[config.mk]
export PLATFORM = sky130hd
export DESIGN_NAME = fetch_stage
export DESIGN_NICKNAME = d
export VERILOG_FILES = /design/src/rtl/cpu_pkg.sv /design/src/rtl/fetch_hold_buf.sv /design/src/rtl/fetch_stage.sv
export SDC_FILE = /design/constraint.sdc
export NUM_CORES = 1
export LEC_CHECK = 0
export ABC_CLOCK_PERIOD_IN_PS = 2100
export CAP_MARGIN = 30
export CELL_PAD_IN_SITES_DETAIL_PLACEMENT = 1
export CELL_PAD_IN_SITES_GLOBAL_PLACEMENT = 1
export CORE_MARGIN = 4
export CORE_UTILIZATION = 32
export CTS_CLUSTER_SIZE = 20
export DETAILED_ROUTE_END_ITERATION = 16
export PLACE_DENSITY_LB_ADDON = 0.15
export SYNTH_ARGS = -nofsm -noshare
export SYNTH_HDL_FRONTEND = slang
export SYNTH_SLANG_ARGS = --single-unit
export TNS_END_PERCENT = 50
[constraint.sdc]
create_clock -name clk -period 2.1 [get_ports clk]
set_clock_uncertainty 0.15 [all_clocks]
set_input_delay 0.525 -clock clk [delete_from_list [all_inputs] [get_ports clk]]
set_output_delay 0.525 -clock clk [all_outputs]
set_load 0.01 [all_outputs]
[src/rtl/cpu_pkg.sv]
// Shared RV32I core constants: datapath width, reset vector, canonical NOP,
// base opcodes and the fetch-stage state encoding.
package cpu_pkg;

  localparam int          XLEN     = 32;
  localparam logic [31:0] RESET_PC = 32'h0000_0000;

  localparam logic [6:0] OPC_LUI    = 7'b0110111;
  localparam logic [6:0] OPC_AUIPC  = 7'b0010111;
  localparam logic [6:0] OPC_JAL    = 7'b1101111;
  localparam logic [6:0] OPC_JALR   = 7'b1100111;
  localparam logic [6:0] OPC_BRANCH = 7'b1100011;
  localparam logic [6:0] OPC_LOAD   = 7'b0000011;
  localparam logic [6:0] OPC_STORE  = 7'b0100011;
  localparam logic [6:0] OPC_OP_IMM = 7'b0010011;
  localparam logic [6:0] OPC_OP     = 7'b0110011;

  // addi x0, x0, 0
  localparam logic [31:0] NOP_INST = {12'h000, 5'd0, 3'b000, 5'd0, OPC_OP_IMM};

  typedef enum logic [1:0] {
    BOOT = 2'd0,
    RUN  = 2'd1,
    HOLD = 2'd2
  } fetch_state_e;

endpackage

[src/rtl/fetch_hold_buf.sv]
// Skid register for the SRAM read data while decode is stalled, plus the
// mux that picks what decode actually sees on if_inst.
module fetch_hold_buf
  import cpu_pkg::*;
#(
  parameter logic [31:0] NOP_INST_P = cpu_pkg::NOP_INST
) (
  input  logic        clk,
  input  logic        rst,
  input  logic        capture,
  input  logic        drop,
  input  logic        if_valid,
  input  logic [31:0] im_dout,
  output logic [31:0] if_inst
);

  logic        hold_vld_q;
  logic        hold_vld_d;
  logic [31:0] hold_inst_q;
  logic [31:0] hold_inst_d;

  always_comb begin
    hold_vld_d  = hold_vld_q;
    hold_inst_d = hold_inst_q;
    if (drop) begin
      hold_vld_d = 1'b0;
    end else if (capture) begin
      hold_vld_d  = 1'b1;
      hold_inst_d = im_dout;
    end
  end

  always_ff @(posedge clk) begin
    if (rst) begin
      hold_vld_q  <= 1'b0;
      hold_inst_q <= NOP_INST_P;
    end else begin
      hold_vld_q  <= hold_vld_d;
      hold_inst_q <= hold_inst_d;
    end
  end

  // Once captured, the SRAM output belongs to the re-read of pc_f, not to if_pc.
  assign if_inst = !if_valid  ? NOP_INST_P  :
                   hold_vld_q ? hold_inst_q : im_dout;

endmodule

[src/rtl/fetch_stage.sv]
// RV32I instruction fetch: PC generation, synchronous I-mem interface and
// the IF/ID register, with stall hold and EX redirect squash.
module fetch_stage
  import cpu_pkg::*;
#(
  parameter int          XLEN     = cpu_pkg::XLEN,
  parameter logic [31:0] RESET_PC = cpu_pkg::RESET_PC,
  parameter logic [31:0] NOP_INST = cpu_pkg::NOP_INST
) (
  input  logic            clk,
  input  logic            rst,
  output logic            im_cs,
  output logic [XLEN-1:0] im_addr,
  input  logic [31:0]     im_dout,
  input  logic            id_stall,
  input  logic            ex_redirect,
  input  logic [XLEN-1:0] ex_target,
  output logic [XLEN-1:0] if_pc,
  output logic [31:0]     if_inst,
  output logic            if_valid
);

  localparam logic [XLEN-1:0] PC_RST  = RESET_PC[XLEN-1:0];
  localparam logic [XLEN-1:0] PC_STEP = XLEN'(4);
  localparam logic [XLEN-1:0] ALIGN_M = ~XLEN'(3);

  fetch_state_e    state_q;
  fetch_state_e    state_d;
  logic [XLEN-1:0] pc_f_q;
  logic [XLEN-1:0] pc_f_d;
  logic [XLEN-1:0] if_pc_q;
  logic [XLEN-1:0] if_pc_d;
  logic            if_valid_q;
  logic            if_valid_d;
  logic            hold_capture;
  logic            hold_drop;

  // Next-state / next-PC selection: redirect beats stall beats advance.
  always_comb begin
    state_d      = state_q;
    pc_f_d       = pc_f_q;
    if_pc_d      = if_pc_q;
    if_valid_d   = if_valid_q;
    hold_capture = 1'b0;
    hold_drop    = 1'b0;
    if (ex_redirect) begin
      pc_f_d     = ex_target & ALIGN_M;
      if_valid_d = 1'b0;
      hold_drop  = 1'b1;
      state_d    = BOOT;
    end else begin
      unique case (state_q)
        BOOT: begin
          if (!id_stall) begin
            if_pc_d    = pc_f_q;
            pc_f_d     = pc_f_q + PC_STEP;
            if_valid_d = 1'b1;
            state_d    = RUN;
          end
        end
        RUN: begin
          if (id_stall) begin
            hold_capture = 1'b1;
            state_d      = HOLD;
          end else begin
            if_pc_d    = pc_f_q;
            pc_f_d     = pc_f_q + PC_STEP;
            if_valid_d = 1'b1;
          end
        end
        HOLD: begin
          if (!id_stall) begin
            if_pc_d    = pc_f_q;
            pc_f_d     = pc_f_q + PC_STEP;
            if_valid_d = 1'b1;
            hold_drop  = 1'b1;
            state_d    = RUN;
          end
        end
        default: begin
          if_valid_d = 1'b0;
          hold_drop  = 1'b1;
          state_d    = BOOT;
        end
      endcase
    end
  end

  always_ff @(posedge clk) begin
    if (rst) begin
      state_q    <= BOOT;
      pc_f_q     <= PC_RST;
      if_pc_q    <= PC_RST;
      if_valid_q <= 1'b0;
    end else begin
      state_q    <= state_d;
      pc_f_q     <= pc_f_d;
      if_pc_q    <= if_pc_d;
      if_valid_q <= if_valid_d;
    end
  end

  fetch_hold_buf #(
    .NOP_INST_P (NOP_INST)
  ) u_hold (
    .clk      (clk),
    .rst      (rst),
    .capture  (hold_capture),
    .drop     (hold_drop),
    .if_valid (if_valid_q),
    .im_dout  (im_dout),
    .if_inst  (if_inst)
  );

  assign im_cs    = ~rst;
  assign im_addr  = pc_f_q;
  assign if_pc    = if_pc_q;
  assign if_valid = if_valid_q;

endmodule

==> results of run 1 <==
[per-layer routing]
metal / up-vias / global-route usage (%)
li1: 2526 / -
met1: 2443 / 24.5
met2: 126 / 35.3
met3: 20 / 3.77
met4: 0 / 7.21
met5: - / 0
[timing repair]
item / CTS / global route
gates cloned: 1 / 0
endpoints found under the setup margin: 49 / 43
gates resized for setup: 135 / 38
pin swaps: 0 / 2
buffers inserted: 10 / 6
[synth_stat cells, drive strengths merged (3+ instances only)]
library cell / n / share of area (%)
and3: 10 / 1.3
nor2b: 29 / 3.8
nor4: 8 / 1.0
buf: 10 / 1.8
xnor2: 4 / 0.73
dfxtp: 96 / 40
a211oi: 7 / 1.1
and4: 4 / 0.79
nor2: 28 / 2.2
xor2: 6 / 1.1
o31ai: 11 / 1.7
or3: 5 / 0.76
a21oi: 62 / 6.5
and2: 4 / 0.53
nor3: 6 / 0.63
o21ai: 8 / 0.84
a31oi: 3 / 0.39
mux2i: 32 / 6.7
nand4: 12 / 1.8
or4: 7 / 1.1
nand3: 19 / 2.0
nand2: 147 / 12
clkbuf: 40 / 3.9
inv: 6 / 0.47
a311oi: 12 / 2.2
[stage by stage]
| stage | hold WS (ps) | util (%) |
|---|---|---|
| finish | 304 | 50.2 |
| CTS | 308 | 49.6 |
| detailed placement | 299 | 47.5 |
| floorplan | 286 | - |
| global route | 322 | 50.2 |
| global placement | 292 | 47.5 |
[registers in the layout, summed over array words and instances, names as in the netlist]
register            cells
u_hold.hold_inst_q     32
if_pc                  30
im_addr                30
state_q                 2
if_valid                1
u_hold.hold_vld_q       1
[cell families (layout without fill, tap and decap cells)]
family	after synthesis	after routing	share of synthesized area [%]
compound gates	119	119	15.7
xor+xnor	10	10	1.84
fa+ha+maj	1	1	0.262
buf+inv	56	264	6.12
flops	96	96	40.3
mux	32	32	6.72
other cells	1	4	0.0787
simple gates	287	287	29.0
[cells in the final DEF, fill, tap and decap left out, types with 3 or more instances in the layout]
cell	n
a31oi_1	3
a21oi_1	61
buf_6	12
nor2_1	26
o31ai_1	11
dfxtp_2	7
buf_2	30
nand3_1	18
dfxtp_4	3
conb_1	4
o21ai_0	8
and3_1	9
dfxtp_1	86
clkbuf_16	9
nor4_1	7
and2_1	3
nand4_1	10
a211oi_1	7
nor3_1	5
xor2_1	6
dlygate4sd2_1	3
buf_12	8
a311oi_1	11
dlymetal6s2s_1	7
clkbuf_1	3
or3_1	3
nand2_1	146
xnor2_1	4
buf_4	63
nor2b_1	29
inv_1	6
or4_1	7
mux2i_1	30
clkdlybuf4s50_1	116
[final cells by class]
cell class / instances / area (sq um) / area share, %
sequential: 96 / 1940 / 26.5
multi-input combinational: 453 / 2630 / 35.9
clock buffer: 13 / 250 / 3.42
timing repair buffer: 242 / 2230 / 30.5
clock inverter: 3 / 17.5 / 0.239
inverter: 6 / 22.5 / 0.307
tap: 184 / 230 / 3.14
[worst max-delay path, stage by stage (launching register included)]
cell,delay [ps]
dfxtp_4,410
buf_12,160
buf_4,120
mux2i_1,200
nor2b_1,70
buf_2,140
[power by group through the flow]
stage          logic, uW  clock network [uW]  registers (uW)
2_1_floorplan        259                   0            2030
6_report             750                1530            1950
4_1_cts              755                1590            1950
3_3_place_gp         742                   0            1990
5_1_grt              817                1660            1960
3_5_place_dp         759                   0            1990
[worst max path at each step]
stage                   to  slack, ps  cells after the start
2_1_floorplan  if_inst[10]         90                      4
3_3_place_gp   im_addr[16]       -430                      5
3_5_place_dp   im_addr[16]       -500                      5
4_1_cts        if_inst[24]        -80                      4
5_1_grt        if_inst[23]        -60                      5
6_report       if_inst[23]        -10                      5
==> metrics.txt, run 1 <==
Syn Std Cell Area=4770 sq um; fmax=0.474 GHz; cell area after layout=7330 sq um; placed cell areas=6930 sq um; die area=16,900 sq um; Overflow after GRT=0; Critical R2R Capture=im_addr[23]; nets=877; Sink Count=96; wl on met1=7.42 mm; die width=130 microns; Clock transition at path regs=60 ps; initial antenna violation count=0; Synth Area per Inst=7.92 sq um; CP Launch Point=u_hold.hold_vld_q; Synth cell types=57; Hold EP=if_pc[3]; RSZ-0062 raised after global routing=true; asr flop ratio synth=0%; non-filler cells, final=997; I/O pins=166; Max VDD drop=0.000340 V; worst path required time=1420 ps; Syn-to-layout area delta=53.7%; cts bufs inserted=9; initial detailed-routing violation count=193; diodes inserted=0; CTS tree=done; met3 routed WL=917 microns; Fill cells=1,768; share of layout cells above drive strength 1=19.3%; Starting Density=32.7%; Crit Path Category=register to output pin; vias in the first global route=5,341; Seq cells post-synth=96; Final Max Slew Viols=0; PortBufs=159; sequential-to-total area share from yosys stat=40.3%; uppermost layer routed=met4; min Tclk post-route=2110 ps; clock share of power=36.2%; final hold vios=0; Gate power share=17.7%; worst path arrival time=1440 ps; Placed Cells=964; Setup-failing EPs final=2; Post-DP HPWL=12.4 mm; RR Startpoint=im_addr[18]; CTS Hold Bufs=0; crit share post-route=100%; routed via count=5,115; Switching Share=26.2%; P_int=3130 uW; flop-to-flop setup slack=160 ps; first-pass GRT wire length=27.2 mm; Routability Congestion=0.834; row count=44; Worst setup EP type=output pin; dpl ws=-499 ps; die height=130 microns; Worst R2R Path Depth=5; core area=14,600 sq um; HP Class=register to register; worst setup margin=-10.3 ps; Antenna Violating Nets Remaining=0; Yosys warning count=0; clock root buffer master=clkbuf_16; HP Start=if_pc[3]; Synth Flop Type=dfxtp_1; TNS Setup=-12.8 ps; Net Sw Power=1110 uW; hold depth=2; Final Total Pwr=4240 uW; drt via density=5.13; total track usage=20.1%; Post-Syn Instances=602; Detailed Route WL=17.2 mm; Sequential Power Share=46.1%; DRT Pass-1 Iters=4; met2 wire len=8.55 mm; DRC errors left=0; Lkg Pwr=0.00281 uW; failing checks=setup timing; Post-synth EDFFs=0; CP Launch Type=register; max cap viols=0; latest clock arrival within the worst-skew pair=350 ps; largest net degree at the start of global routing=40; Power Density=578 nW/um^2; run status=complete, but fails checks; Max Root-Sink Buffers=2; CP max FO=11; CTS H-Tree Depth=3; wire per inst=17.3 microns
Note: power is estimated with default switching activity, not from simulation.
==> inputs of run 2 (changes only) <==
--- a/config.mk
+++ b/config.mk
@@ -14,6 +14,7 @@
 export CTS_CLUSTER_SIZE = 20
 export DETAILED_ROUTE_END_ITERATION = 16
 export PLACE_DENSITY_LB_ADDON = 0.15
+export REMOVE_ABC_BUFFERS = 1
 export SYNTH_ARGS = -nofsm -noshare
 export SYNTH_HDL_FRONTEND = slang
 export SYNTH_SLANG_ARGS = --single-unit
==> metrics.txt, run 2 (synthesized netlist as in run 1, its figures left out) <==
DRT Pass-1 Iters=4 (unchanged); core area=14,600 sq um (unchanged); Hold EP=if_pc[22]; Post-DP HPWL=12.4 mm (+0.20%); die width=130 microns (unchanged); latest clock arrival within the worst-skew pair=350 ps (about the same); Final Max Slew Viols=0 (unchanged); Antenna Violating Nets Remaining=0 (unchanged); Placed Cells=969 (+0.52%); CTS tree=done; Syn-to-layout area delta=52.2%; max FFs per register=32 (unchanged); initial antenna violation count=0 (unchanged); wire per inst=17.3 microns (about the same); Setup-failing EPs final=2 (unchanged); hold depth=2 (unchanged); CP Launch Type=register; Detailed Route WL=17.2 mm (about the same); Clock transition at path regs=60 ps (about the same); Overflow after GRT=0 (unchanged); PortBufs=159 (unchanged); share of layout cells above drive strength 1=17.8% (-1.5 points); placed cell areas=6940 sq um (+0.18%); commonest non-fill, non-tap cell in the layout=nand2_1; nets=878 (+0.11%); Crit Path Category=register to output pin; failing checks=setup timing; diodes inserted=0 (unchanged); CTS H-Tree Depth=3 (unchanged); worst path required time=1420 ps (about the same); routed via count=5,104 (-0.22%); Worst setup EP type=output pin; largest net degree at the start of global routing=46 (+15%); non-filler cells, final=997 (unchanged); min Tclk post-route=2110 ps (-0.598 ps); Max Root-Sink Buffers=2 (unchanged); fmax=0.474 GHz (about the same); run status=complete, but fails checks; worst path arrival time=1430 ps (about the same); Sequential Power Share=45.8% (-0.3 points); Critical R2R Capture=im_addr[27]; P_int=3150 uW (+0.85%); fin util=49.7% (-0.48 points); CTS Hold Bufs=0 (unchanged); cts bufs inserted=9 (unchanged); Worst R2R Path Depth=4 (-1); Net Sw Power=1100 uW (-0.85%); die area=16,900 sq um (unchanged); most frequent cells in the layout=147 x nand2_1, 110 x clkdlybuf4s50_1, 90 x dfxtp_1; final hold vios=0 (unchanged); HP Class=primary input to register; Power Density=586 nW/um^2 (+1.4%); first-pass GRT wire length=27.5 mm (+0.91%); total track usage=20.2% (+0.15 points); vias in the first global route=5,402 (+1.1%); RR Startpoint=im_addr[25]; RSZ-0062 raised after global routing=true; drt via density=5.12 (-0.22%); Switching Share=25.8% (-0.33 points); clock root buffer master=clkbuf_16; Max VDD drop=0.000320 V (-5.9%); Slew HR=65.7%; hold_ws=263 ps (-41.4 ps); Final Total Pwr=4250 uW (+0.40%); Lkg Pwr=0.00282 uW (+0.55%); CP max FO=11 (unchanged); cell area after layout=7260 sq um (-0.96%); DRC errors left=0 (unchanged); Slew @ Worst Pin=515 ps; I/O pins=166 (unchanged); Biggest register=u_hold.hold_inst_q; initial detailed-routing violation count=227 (+18%); Sink Count=96 (unchanged); die height=130 microns (unchanged); HP Start=rst; row count=44 (unchanged); clock share of power=36.6% (+0.4 points); Routability Congestion=0.782 (-6.2%); worst setup margin=-9.74 ps (+0.598 ps); Starting Density=32.7% (unchanged); crit share post-route=100% (about the same); max cap viols=0 (unchanged); flop-to-flop setup slack=160 ps (about the same); Gate power share=17.6% (about the same)
==> run 2: final cells by class <==
type	instances	area, sq um
Fill cell	1747	7330
Multi-Input combinational cell	453	2590
Timing Repair Buffer	243	2210
Sequential cell	96	1930
Clock buffer	15	268
Tap cell	184	230
Inverter	6	22.5
==> run 2: how the worst max path moves through the flow <==
stage	to	cells past startpoint	start	slack, ps
finish	if_inst[31]	5	u_hold.hold_vld_q	-10
global route	if_inst[8]	5	u_hold.hold_vld_q	-60
CTS	if_inst[31]	5	u_hold.hold_vld_q	-20
detailed placement	im_addr[19]	7	id_stall	-500
global placement	im_addr[19]	7	id_stall	-450
floorplan	u_hold.hold_inst_q[0]	4	ex_redirect	-390
==> run 2: per-layer routing <==
metal	vias up	part of all wire (%)	track usage, %
met4	0	1.6	6.54
met5	-	0	0
met2	126	50	36.1
met1	2449	44	24.7
met3	19	5.0	3.32
li1	2510	-	-
==> run 2: repair_timing <==
action / CTS / global route
pin swaps: 1 / 0
cloned: 1 / 0
endpoints found under the setup margin: 50 / 37
gates resized for setup: 131 / 25
buffers inserted: 10 / 2
==> run 2: per-stage QoR <==
step,setup slack [ps],setup TNS (ps)
6_report,-9.74,-9.79
5_1_grt,-55.7,-432
4_1_cts,-23.8,-57.2
3_5_place_dp,-496,-25370
3_3_place_gp,-449,-21440
2_1_floorplan,-391,-22900
==> run 2: power groups by stage <==
stage	combinational [uW]	clock [uW]	sequential, uW
global route	812	1690	1960
detailed placement	766	0	1990
floorplan	201	0	2030
global placement	750	0	1980
CTS	758	1610	1950
finish	747	1560	1950
==> run 2: worst max-delay path: stages, from the launching register on <==
cell and delay, ps:
dfxtp_4 420, buf_12 170, buf_12 110, mux2i_1 180, nor2b_1 70, buf_2 140
==> inputs of run 3 (changes only) <==
--- a/config.mk
+++ b/config.mk
@@ -13,6 +13,7 @@
 export CORE_UTILIZATION = 32
 export CTS_CLUSTER_SIZE = 20
 export DETAILED_ROUTE_END_ITERATION = 16
+export GPL_ROUTABILITY_DRIVEN = 0
 export PLACE_DENSITY_LB_ADDON = 0.15
 export REMOVE_ABC_BUFFERS = 1
 export SYNTH_ARGS = -nofsm -noshare
==> results of run 3 <==
Same layout as run 2: the final DEF is identical, and so are final timing and power.
